--- src/rtl/matmul_pkg.sv ---
// Shared definitions for the 2x2 matrix-multiply sequencer.
// State encoding, default widths and the 16-bit saturation limits.
package matmul_pkg;

    localparam int DATA_W_DEF = 8;
    localparam int ACC_W_DEF  = 2 * DATA_W_DEF + 1;

    localparam int SAT_MAX = 32767;
    localparam int SAT_MIN = -32768;

    typedef enum logic [1:0] {
        S_IDLE = 2'd0,
        S_MUL  = 2'd1,
        S_DONE = 2'd2
    } state_t;

endpackage

--- src/rtl/mac_pe.sv ---
// Combinational signed multiplier shared by every product step.
// Full-precision product, no rounding or truncation.
module mac_pe #(
    parameter int DATA_W = 8
) (
    input  logic signed [DATA_W-1:0]   i_a,
    input  logic signed [DATA_W-1:0]   i_b,
    output logic signed [2*DATA_W-1:0] o_p
);

    assign o_p = i_a * i_b;

endmodule

--- src/rtl/matmul_sequencer.sv ---
// 2x2 signed matrix multiply over one shared multiplier, 8 cycles/job.
// Define MATMUL_SEQ_SAT_EN to clamp results to 16 bits and drive sat.
module matmul_sequencer
    import matmul_pkg::*;
#(
    parameter  int DATA_W = DATA_W_DEF,
    localparam int ACC_W  = 2 * DATA_W + 1
) (
    input  logic                     clk,
    input  logic                     rst,
    input  logic signed [DATA_W-1:0] a11,
    input  logic signed [DATA_W-1:0] a12,
    input  logic signed [DATA_W-1:0] a21,
    input  logic signed [DATA_W-1:0] a22,
    input  logic signed [DATA_W-1:0] b11,
    input  logic signed [DATA_W-1:0] b12,
    input  logic signed [DATA_W-1:0] b21,
    input  logic signed [DATA_W-1:0] b22,
    input  logic                     start,
    input  logic                     abort,
    output logic                     ready,
    output logic                     busy,
    output logic                     done,
    output logic signed [ACC_W-1:0]  c11,
    output logic signed [ACC_W-1:0]  c12,
    output logic signed [ACC_W-1:0]  c21,
    output logic signed [ACC_W-1:0]  c22,
    output logic                     sat
);

    state_t r_state;
    state_t w_next;

    logic [2:0] r_k;

    logic signed [DATA_W-1:0] r_a11, r_a12, r_a21, r_a22;
    logic signed [DATA_W-1:0] r_b11, r_b12, r_b21, r_b22;

    logic signed [ACC_W-1:0] r_acc;
    logic signed [ACC_W-1:0] r_s11, r_s12, r_s21;
    logic signed [ACC_W-1:0] r_c11, r_c12, r_c21, r_c22;

    logic signed [DATA_W-1:0]   w_opa;
    logic signed [DATA_W-1:0]   w_opb;
    logic signed [2*DATA_W-1:0] w_prod;
    logic signed [ACC_W-1:0]    w_ext;
    logic signed [ACC_W-1:0]    w_sum;
    logic signed [ACC_W-1:0]    w_r11, w_r12, w_r21, w_r22;

    logic w_accept;
    logic w_finish;

    // k[2] picks the A row, k[0] the inner index, k[1] the B column
    always_comb begin
        w_opa = r_a11;
        w_opb = r_b11;
        unique case ({r_k[2], r_k[0]})
            2'b00:   w_opa = r_a11;
            2'b01:   w_opa = r_a12;
            2'b10:   w_opa = r_a21;
            default: w_opa = r_a22;
        endcase
        unique case ({r_k[0], r_k[1]})
            2'b00:   w_opb = r_b11;
            2'b01:   w_opb = r_b12;
            2'b10:   w_opb = r_b21;
            default: w_opb = r_b22;
        endcase
    end

    mac_pe #(
        .DATA_W(DATA_W)
    ) u_pe (
        .i_a(w_opa),
        .i_b(w_opb),
        .o_p(w_prod)
    );

    assign w_ext = {w_prod[2*DATA_W-1], w_prod};
    assign w_sum = r_acc + w_ext;

    assign w_accept = (r_state == S_IDLE) && start;
    assign w_finish = (r_state == S_MUL) && (r_k == 3'd7) && !abort;

`ifdef MATMUL_SEQ_SAT_EN
    localparam logic signed [ACC_W-1:0] L_MAX = ACC_W'(SAT_MAX);
    localparam logic signed [ACC_W-1:0] L_MIN = ACC_W'(SAT_MIN);

    function automatic logic signed [ACC_W-1:0] f_clamp(
        input logic signed [ACC_W-1:0] v
    );
        if (v > L_MAX) return L_MAX;
        if (v < L_MIN) return L_MIN;
        return v;
    endfunction

    logic w_clip;
    logic r_sat;

    assign w_r11  = f_clamp(r_s11);
    assign w_r12  = f_clamp(r_s12);
    assign w_r21  = f_clamp(r_s21);
    assign w_r22  = f_clamp(w_sum);
    assign w_clip = (w_r11 != r_s11) || (w_r12 != r_s12) ||
                    (w_r21 != r_s21) || (w_r22 != w_sum);
    assign sat    = r_sat;

    always_ff @(posedge clk) begin
        if (rst) begin
            r_sat <= 1'b0;
        end else if (w_finish) begin
            r_sat <= w_clip;
        end
    end
`else
    assign w_r11 = r_s11;
    assign w_r12 = r_s12;
    assign w_r21 = r_s21;
    assign w_r22 = w_sum;
    assign sat   = 1'b0;
`endif

    always_comb begin
        w_next = r_state;
        unique case (r_state)
            S_IDLE: if (start) w_next = S_MUL;
            S_MUL: begin
                if (abort)              w_next = S_IDLE;
                else if (r_k == 3'd7)   w_next = S_DONE;
            end
            S_DONE:  w_next = S_IDLE;
            default: w_next = S_IDLE;
        endcase
    end

    always_ff @(posedge clk) begin
        if (rst) begin
            r_state <= S_IDLE;
            r_k     <= 3'd0;
            r_acc   <= '0;
            r_s11   <= '0;
            r_s12   <= '0;
            r_s21   <= '0;
            r_c11   <= '0;
            r_c12   <= '0;
            r_c21   <= '0;
            r_c22   <= '0;
        end else begin
            r_state <= w_next;
            if (w_accept) begin
                r_k <= 3'd0;
            end else if (r_state == S_MUL) begin
                r_k <= r_k + 3'd1;
                if (!r_k[0]) begin
                    r_acc <= w_ext;
                end else begin
                    unique case (r_k[2:1])
                        2'd0:    r_s11 <= w_sum;
                        2'd1:    r_s12 <= w_sum;
                        2'd2:    r_s21 <= w_sum;
                        default: ;
                    endcase
                end
            end
            if (w_finish) begin
                r_c11 <= w_r11;
                r_c12 <= w_r12;
                r_c21 <= w_r21;
                r_c22 <= w_r22;
            end
        end
    end

    // Operand snapshot is only meaningful once a job is accepted
    always_ff @(posedge clk) begin
        if (w_accept) begin
            r_a11 <= a11;
            r_a12 <= a12;
            r_a21 <= a21;
            r_a22 <= a22;
            r_b11 <= b11;
            r_b12 <= b12;
            r_b21 <= b21;
            r_b22 <= b22;
        end
    end

    assign ready = (r_state == S_IDLE);
    assign busy  = (r_state == S_MUL);
    assign done  = (r_state == S_DONE);
    assign c11   = r_c11;
    assign c12   = r_c12;
    assign c21   = r_c21;
    assign c22   = r_c22;

endmodule

--- config.mk ---
export PLATFORM = sky130hd
export DESIGN_NAME = matmul_sequencer
export DESIGN_NICKNAME = d
export VERILOG_FILES = /design/src/rtl/matmul_pkg.sv /design/src/rtl/mac_pe.sv /design/src/rtl/matmul_sequencer.sv
export SDC_FILE = /design/constraint.sdc
export NUM_CORES = 1
export LEC_CHECK = 0
export ABC_AREA = 1
export CAP_MARGIN = 20
export CORE_AREA = 8 8 157 159
export CTS_CLUSTER_DIAMETER = 80
export DETAILED_ROUTE_END_ITERATION = 12
export DIE_AREA = 0 0 165 167
export PLACE_DENSITY = 0.84
export SYNTH_ARGS = -nofsm -noshare
export SYNTH_HDL_FRONTEND = slang
export SYNTH_SLANG_ARGS = --single-unit
--- constraint.sdc ---
create_clock -name clk -period 6.32 [get_ports clk]
set_input_delay 1.264 -clock clk [delete_from_list [all_inputs] [get_ports clk]]
set_output_delay 1.264 -clock clk [all_outputs]
set_load 0.05 [all_outputs]
# Word-level counts from Yosys, hierarchy flattened
# Cells that the tools add are included.
# totals
register_bits	204
in_bits	68
elab_cells	54
# op_classes
n_addsub	2
multipliers	1
eq_ne	11
n_mux	6
bitwise	2
reduce_logical	14
# ops
op	count
$pmux 8 s3	2
$add 16x16->17	1
$mul 8x8->16	1
$reduce_and 4->1	3
$eq 2x1->1 const B	4
$eq 2x2->1 const B	4
$logic_not 2->1	4
$mux 2	3
$pmux 2 s2	1
$add 3x1->3 const B	1
$eq 3x3->1 const B	1
$logic_and 1x1->1	3
$ne 3x2->1 const B	1
$reduce_and 3->1	1
$ne 2x2->1 const B	1
$not 1->1	2
$reduce_and 2->1	1
$reduce_or 2->1	1
$logic_not 1->1	1

# Longest topological paths before layout
# Gate-level depths: netlist (run 1).
# logic_depth
depth_word	4
ltp_mapped	37
mapped_depth_nobuf	37

# By module
# From an unflattened synthesis (run 1), not the netlist that was laid out.
# hier_totals
cells_unflattened	1427
area_unflattened_um2	11379.7
# by_module_without_submodules
module	n_inst	cells_each	area_each_um2	seq_area_each_um2
matmul_sequencer	1	1023	8597.0	4724.5
mac_pe	1	404	2782.7	0.0

# Worst setup path before layout (run 1)
# Ideal clock, no wire load.
# synth_path
path_kind	register to register
startpoint	register r_k[1]
endpoint	register r_s21[15]
setup_ns	0.109
t_arrival_ns	5.888
required_ns	6.211
slack_ns	0.323
stages_incl_launch_ff	30
n_path_buf	1
period_less_slack_ns	5.997
path_cell_list	dfxtp_1 inv_1 ha_1 clkbuf_1 a22o_1 o22ai_1 inv_1 nand2_1 fa_1 fa_1 inv_1 fa_1 inv_1 fa_1 inv_1 ha_1 a21oi_1 o21ai_0 a21oi_1 xor2_1 inv_1 ha_1 a21oi_1 o21ai_0 a21oi_1 nand2_1 nand2_1 nand3_1 nand2_1 inv_1
# synth_between
elab_chain_cells	4
elab_cells_between_ends	8
cone_classes	add/sub (1); mul (1); eq/ne (3); mux (1); reduce/logical (2)
# synth_rtl
item	line_no	source
start, declared	matmul_sequencer.sv:34	logic [2:0] r_k;
start signal, assigned	matmul_sequencer.sv:153	r_k <= r_k + 3'd1;
$eq 2x2->1 (tied with other cells)	matmul_sequencer.sv:63	unique case ({r_k[0], r_k[1]})
$pmux 8 s3 *	matmul_sequencer.sv:63	
$mul 8x8->16 *	mac_pe.sv:11	assign o_p = i_a * i_b;
net u_pe.o_p[10]	mac_pe.sv:8	output logic signed [2*DATA_W-1:0] o_p
$add 16x16->17 *	matmul_sequencer.sv:80	assign w_sum = r_acc + w_ext;
end signal, assigned	matmul_sequencer.sv:160	2'd2: r_s21 <= w_sum;
end, declared	matmul_sequencer.sv:40	logic signed [ACC_W-1:0] r_s11, r_s12, r_s21;
# The timed path passes the listed nets; every way through them passes the cells marked *.
# A chain may end at the register's enable or synchronous reset.

# Worst setup path in the final report (run 1)
# layout_path
startpoint	register r_k[0]
endpoint	register r_s21[11]
# layout_between
elab_chain_cells	4
elab_cells_between_ends	11
cone_classes	add/sub (1); mul (1); eq/ne (4); mux (2); reduce/logical (3)
# layout_rtl
item	line_no	source
$eq 2x2->1 (tied with other cells)	matmul_sequencer.sv:57	unique case ({r_k[2], r_k[0]})
$pmux 8 s3 (on tied branches)	matmul_sequencer.sv:57, matmul_sequencer.sv:63	
$mul 8x8->16 *	mac_pe.sv:11	
net u_pe.o_p[10]	mac_pe.sv:8	
$add 16x16->17 *	matmul_sequencer.sv:80	
# Marked as above.

==> key figures, run 1 <==
Finish
  • Layout fillers: between 1.5k and 2k
  • Most frequent cells in the layout: inv_1 (245), nand2_1 (183), nor2_1 (145)
  • Nets: 1697
  • Layout cells sized above 1: 12.9%
  • Most common cell after layout, fill and taps aside: inv_1
  • N_diodes: 0
  • Core Util, Final: 63.9%
  • Layout area overhead: 28.4%
  • Fin area: 0.0142 mm2

Hold path
  • Worst min path class: reg2reg

Timing
  • Slew Limit Headroom: 34.3%
  • Final min period: 6.04 ns
  • Hold Slack: 0.457 ns
  • Final hold vios: 0
  • Pins Over Slew Limit: 0
  • Final setup viols: 0
  • Worst Skew: 0.0233 ns
  • Worst setup margin: 0.281 ns
  • Slew @ Worst Pin: around 1 ns
  • Max Freq: 166 MHz
  • Fin crit share: 95.6%

Logic synthesis
  • Register bit total from synthesis: about 200
  • Post-synth top area share: between 20% and 30%
  • Seq/Total Area, Yosys: 42.7%
  • Count of cell types in the netlist: 38
  • Most area-consuming cells after synthesis: dfxtp_1 (25%), edfxtp_1 (17%), fa_1 (10%), inv_1 (8.6%), nand2_1 (6.5%)
  • YS warnings: 0
  • Largest area contributor in the netlist: dfxtp_1
  • Syn Nets: between 1.5k and 2k
  • Syn avg cell area: 8.32 um2
  • Synthesized instance count: 1330
  • Cell Area, Synth: 0.0111 mm2

Pwr
  • Cell Pwr Density: between 500 and 600 mW/mm2
  • Comb pwr share: 67.1%
  • Cell-internal power: around 4.3 mW
  • Max IR drop VDD: between 0.5 and 0.6 mV
  • P_leak: 6.63 nW
  • Overall Power: 8.17 mW
  • Flop pwr share: 17.6%
  • Clock share of power: 15.3%
  • Net Switching: between 3 and 4 mW
  • Sw Share: approximately 47%

Setup path
  • Critical path class: reg2reg
  • Crit Path Max Fanout: 10
  • CP dominant cell by count: inv_1
  • Worst Setup End Kind: register
  • WP data required: 6.71 ns
  • CP startpoint kind: register
  • Max stage delay on crit path: 0.52 ns
  • Worst path slowest cell: fa_1
  • Arrival time worst endpoint: 6.43 ns

Floorplan
  • Die area: 0.0276 mm2
  • IO Count: 140
  • Core ar.: 0.0222 mm2
  • Die W: 165 um
  • Die Height: 167 um
  • Std-Cell Rows: 55
  • Starting Density: 49.8%

Route
  • Wirelength per Cell: 15.7 um
  • Antenna-violating nets left: 0
  • DRT Wirelength: 28700 um
  • Via count: 9373
  • Via density: 5.15
  • 1st-iter DRT viols: 711
  • DRC viols: 0
  • Pre-Repair DR Iteration Count: 5

Clock tree
  • Root buffer cell: clkbuf_16
  • Htree depth: 1
  • Clock sinks: 204
  • CTS clk-pin slew, worst paths: 0.06 ns
  • CTS tree: yes
  • Clock buffer depth: 3
  • Clock Latency Late Sink: 0.50 ns
  • TritonCTS buffer count: 22

Placed design
  • Post-DP Area: 0.0131 mm2
  • Pre-CTS setup slack: -0.0423 ns
  • IO buf count: between 100 and 150
  • Routability congestion estimate: 0.914
  • Post-DP HPWL: 20900 um

Global routing
  • Number of global-route vias before repair: 9278
  • First-pass GRT wire length: around 46000 um
  • Initial antenna violation count: 0
  • Total gr overflow: 0
  • GRT Overall Usage: 20.3%
  • Pin count of the biggest net entering global routing: roughly 110

Run status
  • Status: completed

Flow run
  • MaxCap Viol Count: 0
path summary, 6_finish.rpt:
kind / slack, ns / cells after the start / startpoint / endpoint
max: 0.28 / 29 / r_k[0]$_SDFFE_PP0P_ / r_s21[11]$_SDFFE_PP0P_
min: 0.46 / 2 / r_s11[3]$_SDFFE_PP0P_ / c11[3]$_SDFFE_PP0P_
max reg2reg: 0.28 / 29 / r_k[0]$_SDFFE_PP0P_ / r_s21[11]$_SDFFE_PP0P_
min reg2reg: 0.46 / 2 / r_s11[3]$_SDFFE_PP0P_ / c11[3]$_SDFFE_PP0P_
metal layers:
layer | global-route usage, % | routed length [um] | vias to the layer above
met5 | 0 | 0 | -
met4 | 6.47 | 758 | 0
met3 | 4.02 | 1840 | 56
met2 | 34.8 | 14200 | 316
met1 | 25.0 | 11800 | 4406
li1 | - | - | 4595
power by group through the flow:
stage | sequential [mW] | clock (mW) | combinational, mW
finish | 1.44 | 1.25 | 5.48
global route | 1.44 | 1.32 | 6.08
CTS | 1.43 | 1.27 | 4.60
detailed placement | 1.46 | 0 | 4.57
global placement | 1.45 | 0 | 4.52
floorplan | 1.45 | 0 | 2.94
flip-flops by register name, summed over array words and instances, names as in the netlist:
register / count
c11: 17
c12: 17
c21: 17
c22: 17
r_s11: 17
r_s12: 17
r_s21: 17
r_acc: 16
r_a11: 8
r_a12: 8
r_a21: 8
r_a22: 8
r_b11: 8
r_b12: 8
r_b21: 8
r_b22: 8
r_k: 3
r_state: 2
synthesized netlist by cell type:
library cell	count
inv_1	254
nand2_1	193
nor2_1	154
dfxtp_1	140
a21oi_1	102
o21ai_0	99
nand3_1	78
edfxtp_1	64
fa_1	57
ha_1	50
o21ai_1	20
buf_2	18
clkbuf_1	17
xor2_1	12
a22o_1	8
o211ai_1	8
o22ai_1	7
inv_2	6
nand4_1	6
a21oi_2	4
buf_1	4
nor3_4	4
o21bai_1	4
buf_6	3
and2_1	2
buf_4	2
nor2_4	2
o21a_1	2
a21o_1	1
conb_1	1
inv_4	1
nand2_4	1
nor2_2	1
nor2_8	1
o2111a_1	1
o22a_1	1
or2_2	1
xnor2_1	1
per-stage QoR:
| stage | std cells | TNS (ns) |
|---|---|---|
| 2_1_floorplan | 1330 | 0 |
| 3_3_place_gp | 1770 | -0.0304 |
| 3_5_place_dp | 1771 | -0.128 |
| 4_1_cts | 1809 | 0 |
| 5_1_grt | 1821 | -0.111 |
| 6_report | 1821 | 0 |
cell type report:
type	instances	area [um2]	share of cell area, %
multi-input combinational	821	5450	38.4
sequential	204	4730	33.3
timing repair buffer	212	1960	13.8
inverter	261	985	6.93
clock buffer	29	649	4.57
tap	285	357	2.51
clock inverter	9	75.1	0.528
kinds of logic (layout without fill, tap and decap cells):
group / Yosys count / after routing / synth area share (%)
buffers and inverters: 305 / 511 / 10.8
AND/OR/NAND/NOR: 443 / 443 / 16.9
AO/OA/AOI/OAI: 257 / 257 / 12.5
other: 1 / 1 / 0.0339
adder cells (fa/ha/maj): 107 / 107 / 16.0
flip-flops: 204 / 204 / 42.7
XOR/XNOR: 13 / 13 / 1.03
worst max-delay path, delay by kind of cell, from the launching register on:
family	cells	cell delay [ns]
buffers and inverters	8	0.78
XOR/XNOR	1	0.20
adder cells (fa/ha/maj)	6	2.62
AND/OR/NAND/NOR	12	1.68
flip-flops	1	0.36
AO/OA/AOI/OAI	2	0.27
repair_timing:
action | in CTS | in global routing
setup buffers | 0 | 12
resized for setup | 3 | 78
setup endpoints to repair | 20 | 36
pin swaps | 0 | 14
endpoints found under the hold margin | 0 | 0
hold buffers | 0 | 0
cloned | 0 | 0
Power figures use the tool's default switching activity.
==> run 2: changes to the inputs <==
Settings changed: CORE_AREA 8 8 157 159 to 10 10 159 161, CTS_CLUSTER_SIZE set to 12, DIE_AREA 0 0 165 167 to 0 0 169 171.
==> run 2 against run 1 <==
  * Core utilization decreased by 1.3 points
  * Clock skew down 0.0072 ns
  * Largest power group unchanged
  * Maximum frequency fell by 0.47%
  * Final area down 2.0%
  * Cell count down 1.3%
  * Clock power is 14% lower
==> key figures, run 2 (same netlist as run 1, synthesis figures left out) <==
Floorplan
  • Die area: between 0.02 and 0.03 mm2
  • Std-Cell Rows: 55
  • Core ar.: 0.0222 mm2
  • Die W: 169 um
  • Die Height: between 150 and 200 um
  • Starting Density: 49.8%
  • IO Count: 140

Finish
  • Layout area overhead: 25.7%
  • Layout cells sized above 1: 11.5%
  • Area of the multi-input gates: 0.00545 mm2
  • Reg area: 0.00473 mm2
  • Layout fillers: 1814
  • Most frequent cells in the layout: inv_1 (248), nand2_1 (186), nor2_1 (143)
  • N_diodes: 0
  • Most common cell after layout, fill and taps aside: inv_1
  • Nets: around 1.7k

Timing
  • Slew Limit Headroom: 32.7%
  • Slew @ Worst Pin: 1.01 ns
  • Final min period: 6.07 ns
  • Fin crit share: 96.0%
  • Worst Skew: 0.0162 ns
  • Final hold vios: 0
  • Pins Over Slew Limit: 0
  • Final setup viols: 0
  • RSZ-0062 raised after global routing: yes
  • Hold Slack: 0.452 ns
  • Max Freq: 165 MHz

Route
  • Via density: a little over 5
  • Wirelength per Cell: 15.4 um
  • DRC viols: 0
  • DRT Wirelength: roughly 28000 um
  • Antenna-violating nets left: 0
  • 1st-iter DRT viols: 656
  • Via count: 9268
  • Pre-Repair DR Iteration Count: 5

Pwr
  • Overall Power: 7.64 mW
  • Max IR drop VDD: 0.438 mV
  • P_leak: ~6.5 nW
  • Cell Pwr Density: 549 mW/mm2

Clock tree
  • Hold-fix buffers, CTS: 0
  • Clock buffer depth: 3
  • CTS tree: yes
  • Root buffer cell: clkbuf_16
  • Htree depth: 1
  • Clock sinks: 204
  • TritonCTS buffer count: 21
  • CTS clk-pin slew, worst paths: 0.07 ns
  • Clock Latency Late Sink: 0.50 ns

Setup path
  • CP startpoint kind: register
  • Crit Path Max Fanout: 8
  • Arrival time worst endpoint: ~6.5 ns
  • Worst Setup End Kind: register
  • Critical path class: reg2reg
  • Worst path slowest cell: fa_1
  • Max stage delay on crit path: roughly 0.55 ns
  • WP data required: 6.71 ns

Global routing
  • Number of global-route vias before repair: 9250
  • Met3 GRT Util: 4.45%
  • First-pass GRT wire length: 45300 um
  • GRT Overall Usage: 18.6%
  • Initial antenna violation count: 0
  • Pin count of the biggest net entering global routing: 113
  • GRT Max-Usage Layer: met2
  • Met1 Use GR: 22.6%
  • Total gr overflow: 0
  • GRT met2 Usage: 31.9%

Hold path
  • Worst min path class: reg2reg

Run status
  • Status: completed

Placed design
  • Routability congestion estimate: between 0.9 and 1
  • Post-DP HPWL: 20400 um
  • IO buf count: 138

Flow run
  • MaxCap Viol Count: 0
==> run 2: what timing repair did <==
action	CTS	global route
pin swaps	0	16
resized for setup	3	80
endpoints found under the setup margin	20	36
buffers inserted	0	9
==> run 2: layout make-up <==
cell class,count,area share [%]
Inverter,261,7.06
Sequential cell,204,34.0
Tap cell,285,2.56
Clock inverter,2,0.117
Clock buffer,27,3.94
Timing Repair Buffer,198,13.2
Multi-Input combinational cell,821,39.1
==> run 2: report_power, final <==
group	switching [mW]	leakage, nW	internal (mW)	total (mW)
sequential	0.0272	1.75	1.41	1.43
combinational	3.18	4.47	1.94	5.12
clock	0.478	0.271	0.604	1.08
total	3.69	6.49	3.95	7.64
==> run 2: final timing paths <==
check	from	to	slack (ns)	depth (start not counted)
hold reg to reg	r_s12[3]$_SDFFE_PP0P_	c12[3]$_SDFFE_PP0P_	0.45	2
hold / removal	r_s12[3]$_SDFFE_PP0P_	c12[3]$_SDFFE_PP0P_	0.45	2
setup / recovery	r_k[0]$_SDFFE_PP0P_	r_s12[13]$_SDFFE_PP0P_	0.25	30
setup reg to reg	r_k[0]$_SDFFE_PP0P_	r_s12[13]$_SDFFE_PP0P_	0.25	30
==> run 2: critical path, delay by kind of cell, from the launching register on <==
kind / cells / cell delay (ns)
AO/OA/AOI/OAI: 4 / 0.67
XOR/XNOR: 1 / 0.16
adder cells (fa/ha/maj): 6 / 2.72
buffers and inverters: 8 / 0.70
flip-flops: 1 / 0.40
AND/OR/NAND/NOR: 11 / 1.27
==> run 2: through the flow <==
step / setup TNS, ns / utilization (%) / instance area, um2 / cells / worst slack [ns]
5_1_grt: -0.447 / 62.6 / 13900 / 1798 / -0.0646
3_5_place_dp: -0.916 / 58.4 / 13000 / 1760 / -0.126
3_3_place_gp: -0.0726 / 58.3 / 13000 / 1759 / -0.0220
4_1_cts: 0 / 61.0 / 13500 / 1789 / 0.0108
2_1_floorplan: 0 / - / 11100 / 1330 / 0.323
6_report: 0 / 62.6 / 13900 / 1798 / 0.252
==> run 2: metal layers <==
| layer | vias up | part of all wire (%) |
|---|---|---|
| met5 | - | 0 |
| met4 | 0 | 2.2 |
| met3 | 50 | 6.8 |
| met2 | 290 | 49 |
| met1 | 4367 | 42 |
| li1 | 4561 | - |
